===== src/rtl/acc_stream_buffer.sv =====
// Stream buffer: DEPTH-entry FIFO that drains one entry per cycle into a running accumulator.
// Define ACC_STREAM_BUFFER_SATURATE_EN to clamp the accumulator instead of wrapping it.
module acc_stream_buffer #(
  parameter int DATA_W = 32,
  parameter int DEPTH  = 8,
  parameter int CNT_W  = 16
) (
  input  logic                       clock,
  input  logic                       reset_n,
  input  logic                       in_valid,
  input  logic [DATA_W-1:0]          in_value,
  input  logic                       drain_en,
  input  logic                       clear,
  output logic [DATA_W-1:0]          accumulator,
  output logic [CNT_W-1:0]           acc_count,
  output logic [CNT_W-1:0]           drop_count,
  output logic [$clog2(DEPTH):0]     level,
  output logic                       full,
  output logic                       empty,
  output logic                       acc_wrapped
);
  localparam int AW = $clog2(DEPTH);
  localparam int LW = AW + 1;

  logic [DATA_W-1:0] r_mem [DEPTH];
  logic [AW-1:0]     r_wptr, r_rptr;
  logic [LW-1:0]     r_level;
  logic [DATA_W-1:0] r_acc;
  logic [CNT_W-1:0]  r_acc_cnt, r_drop_cnt;
  logic              r_wrapped, r_full, r_empty;

  logic              w_pop, w_push, w_drop, w_wr_en;
  logic [DATA_W:0]   w_sum;
  logic [DATA_W-1:0] w_acc_nxt;
  logic [LW-1:0]     w_level_nxt;

  // pop only sees entries present before the edge, so an empty FIFO never bypasses
  assign w_pop   = drain_en & ~r_empty;
  assign w_push  = in_valid & (~r_full | w_pop);
  assign w_drop  = in_valid & r_full & ~w_pop;
  assign w_wr_en = w_push & reset_n & ~clear;
  assign w_sum   = {1'b0, r_acc} + {1'b0, r_mem[r_rptr]};

`ifdef ACC_STREAM_BUFFER_SATURATE_EN
  assign w_acc_nxt = w_sum[DATA_W] ? {DATA_W{1'b1}} : w_sum[DATA_W-1:0];
`else
  assign w_acc_nxt = w_sum[DATA_W-1:0];
`endif

  always_comb begin
    w_level_nxt = r_level;
    if (w_push && !w_pop)      w_level_nxt = r_level + LW'(1);
    else if (w_pop && !w_push) w_level_nxt = r_level - LW'(1);
  end

  // storage needs no reset; occupancy is tracked by pointers and level
  always_ff @(posedge clock) begin
    if (w_wr_en) r_mem[r_wptr] <= in_value;
  end

  always_ff @(posedge clock) begin
    if (!reset_n || clear) begin
      r_wptr     <= '0;
      r_rptr     <= '0;
      r_level    <= '0;
      r_acc      <= '0;
      r_acc_cnt  <= '0;
      r_drop_cnt <= '0;
      r_wrapped  <= 1'b0;
      r_full     <= 1'b0;
      r_empty    <= 1'b1;
    end else begin
      if (w_push) r_wptr <= r_wptr + AW'(1);
      if (w_pop) begin
        r_rptr <= r_rptr + AW'(1);
        r_acc  <= w_acc_nxt;
        if (w_sum[DATA_W])         r_wrapped <= 1'b1;
        if (r_acc_cnt != '1)       r_acc_cnt <= r_acc_cnt + CNT_W'(1);
      end
      if (w_drop && r_drop_cnt != '1) r_drop_cnt <= r_drop_cnt + CNT_W'(1);
      r_level <= w_level_nxt;
      r_full  <= (w_level_nxt == LW'(DEPTH));
      r_empty <= (w_level_nxt == '0);
    end
  end

  assign accumulator = r_acc;
  assign acc_count   = r_acc_cnt;
  assign drop_count  = r_drop_cnt;
  assign level       = r_level;
  assign full        = r_full;
  assign empty       = r_empty;
  assign acc_wrapped = r_wrapped;
endmodule

===== config.mk =====
export PLATFORM = sky130hd
export DESIGN_NAME = acc_stream_buffer
export DESIGN_NICKNAME = d
export VERILOG_FILES = /design/src/rtl/acc_stream_buffer.sv
export SDC_FILE = /design/constraint.sdc
export NUM_CORES = 1
export LEC_CHECK = 0
export BUFFER_PORTS_ARGS = -buffer_cell sky130_fd_sc_hd__buf_2
export CAP_MARGIN = 0
export CORE_ASPECT_RATIO = 1.2
export CORE_MARGIN = 2
export CORE_UTILIZATION = 54
export DETAILED_ROUTE_END_ITERATION = 8
export HOLD_SLACK_MARGIN = 0.05
export PLACE_DENSITY = 0.76
export REMOVE_ABC_BUFFERS = 1
export SETUP_SLACK_MARGIN = 0.02
export SLEW_MARGIN = 20
export SYNTH_ARGS = -nofsm -noshare
export SYNTH_HDL_FRONTEND = slang
export SYNTH_SLANG_ARGS = --single-unit
export TNS_END_PERCENT = 5

===== constraint.sdc =====
create_clock -name clock -period 3.8 [get_ports clock]
set_clock_uncertainty 0.1 [all_clocks]
set_input_delay 0.19 -clock clock [delete_from_list [all_inputs] [get_ports clock]]
set_output_delay 0.19 -clock clock [all_outputs]
set_load 0.02 [all_outputs]

==> run metrics <==
status complete, no violations; Slew HR between 20% and 30%; Post-Syn Area per Cell 14.6 um^2; max frequency ~270 MHz; # IOs between 100 and 150; most frequent cells in the layout edfxtp_1 (256), buf_2 (107), nand2_1 (79); Yosys cell types 68; core area 26400 um^2; 1st-iter DRT viols 722; slowest CP cell mux4_2; Netlist Area Pre-Place approximately 15000 um^2; CTS H-tree lvls 2; CP Max Fanout 21; Worst-Skew Late Latency about 0.52 ns; Die Footprint approximately 28000 um^2; largest family of logic cells by synthesized area multiplexers; Final Hold Vio Count 0; register area share after synthesis 63.6%; grt ovf 0; Setup crit end kind register; prevailing post-synth register cell edfxtp_1; final slew viol count 0; die height between 150 and 200 um; CTS buffer count 34; commonest non-fill, non-tap cell in the layout edfxtp_1; initial antenna violation count 0; TritonCTS clock tree yes; Detail Route Antenna Nets 0; final setup vio count 0; DRC viols 0; routed len/inst between 20 and 25 um; Critical path buffers and inverters 1; clock buffer depth 3; CTS root buf clkbuf_16; DP HPWL about 20000 um; P_leak just over 0.006 uW; xor/xnor share of the synthesized area under 10%; Vias/cell roughly 6.0; FP Rows 65; Final min period around 3.7 ns; crit-path cells buf_16 > mux4_2 > mux2_2 > ha_1 > a21o_2 > a21o_1 > o221a_1 > o2111a_1 > a211o_1 > and3_1 > or3_1; clock slew at reported path FFs ~0.06 ns; part of the cycle the worst path needs approximately 97%; post-CTS setup buffers 0; Place WS around 0.14 ns; FF+latch count, synth between 300 and 400; Area Growth Syn to Fin 19.1%; fin nets roughly 1300; adder-cell area share of the yosys netlist roughly 3.4%; Post-Synth Simple-Gate Area about 8.4%; Initial Util 55.3%; vias in the first global route slightly above 9000; post-synthesis mux area share about an eighth; gpl congestion slightly above 0.9; Buffers on Ports between 100 and 150; worst setup margin 0.129 ns; total of max-cap violations 0; Synth Instances between 900 and 1000; CP max stage delay about 0.53 ns; Crit path max-delay family compound AO/OA/AOI/OAI gates; Sink Count between 300 and 400; TNS Setup 0 ns; Setup Crit Path Kind register to register; Syn. warnings 0; RSZ-0062 raised after global routing yes; global-route wire length before repair 49300 um; Max VDD drop ~0.35 mV; Worst EP arrival approximately 4.0 ns; pin count of the biggest net entering global routing 54; count of flip-flops with a built-in enable after synthesis 256; total global routing track utilization between 20% and 30%; Compound-Gate Fraction of Synth Area about 7.3%; layout cells sized above 1 27.9%; vias after detailed routing between 9000 and 10000; critical path launch point type register; HP Class input pin to register; Post-Route WL 32100 um; Die Wd 154 um; Async SR Flop Fraction 0%; antenna cells 0; Pwr per Cell Area approximately 430 nW/um^2; Slew @ Worst Pin between 1 and 1.5 ns; Design Power between 7000 and 8000 uW; Required @ worst endpoint 4.09 ns; Initial DRT Pass Iterations 5
-- worst paths after layout --
path | slack [ns] | to | start | cells past startpoint
min reg2reg | 0.38 | accumulator[21] | accumulator[21] | 2
max | 0.13 | accumulator[30] | register | 11
max reg2reg | 0.13 | accumulator[30] | register | 11
min | 0.13 | accumulator[5] | drain_en | 5
-- tightest hold or removal path: stages --
cell and delay [ns]:
buf_2 0.09, nand2b_1 0.06, buf_4 0.21, nand2_1 0.09, a21oi_1 0.05
-- sequential cells by signal (all words and copies together), names as in the netlist, named ones only --
signal       cells
r_mem          256
accumulator     32
acc_count       16
drop_count      16
level            4
r_rptr           3
r_wptr           3
acc_wrapped      1
empty            1
full             1
-- per-layer routing --
metal	GRT usage, %	routed length [um]	vias to the layer above
met5	0	0	-
met4	6.99	738	0
met3	3.64	1960	59
met2	38.6	16200	326
met1	29.6	13200	4575
li1	-	-	4229
-- cells in the mapped netlist (5+ instances only) --
master      n  share of area (%)
buf_2       7               0.24
nand4_1    18               0.77
dfxtp_1    80                 11
o21ai_0    31                1.1
nor3_1     15               0.51
and3_1     12               0.51
xor2_1     29                1.7
clkbuf_1   25               0.64
a21oi_1    57                2.0
or3_1      12               0.51
nand2_1    79                2.0
nor2_1     69                1.8
a21o_1      8               0.41
buf_1       5               0.13
ha_1       38                3.3
mux2_2     32                2.5
mux4_2     64                9.9
edfxtp_1  256                 53
nand2b_1    5               0.21
xnor2_1    21                1.3
or2_2       6               0.26
inv_1      17               0.44
nand3_1    28               0.96
-- stage by stage --
| stage | hold slack [ns] | area [um^2] | cells | utilization [%] |
|---|---|---|---|---|
| floorplan | 0.189 | 14400 | 957 | - |
| global placement | 0.354 | 15900 | 1440 | 60.0 |
| detailed placement | 0.362 | 15900 | 1440 | 60.0 |
| global route | 0.181 | 17400 | 1537 | 65.8 |
| CTS | 0.128 | 17300 | 1536 | 65.5 |
| finish | 0.133 | 17400 | 1537 | 65.8 |
-- report_power, final --
| group | switching [uW] | internal [uW] |
|---|---|---|
| registers | 15.2 | 3970 |
| logic | 181 | 138 |
| clock network | 1330 | 1930 |
-- cell type report --
class | instances | area [um^2]
fillers | 1797 | 9030
clock buffers | 43 | 926
well taps | 335 | 419
multi-input cells | 604 | 5190
clock inverters | 17 | 168
repair buffers | 185 | 1340
inverters | 17 | 63.8
flip-flops and latches | 336 | 9290
-- repair_timing --
action                                  CTS  global route
hold buffers                             36             0
endpoints found under the hold margin   264             0
endpoints found under the setup margin    0             7
gates resized for setup                   0            14
-- logic make-up (layout without fill, tap and decap cells) --
kind of cell             count (synthesis)  in the layout
multiplexers                           100            100
AND/OR/NAND/NOR                        259            259
adder cells (fa/ha/maj)                 39             39
flip-flops                             336            336
XOR/XNOR                                50             50
AO/OA/AOI/OAI                          156            156
buffers and inverters                   59            262
(Power assumes the default switching activity.)
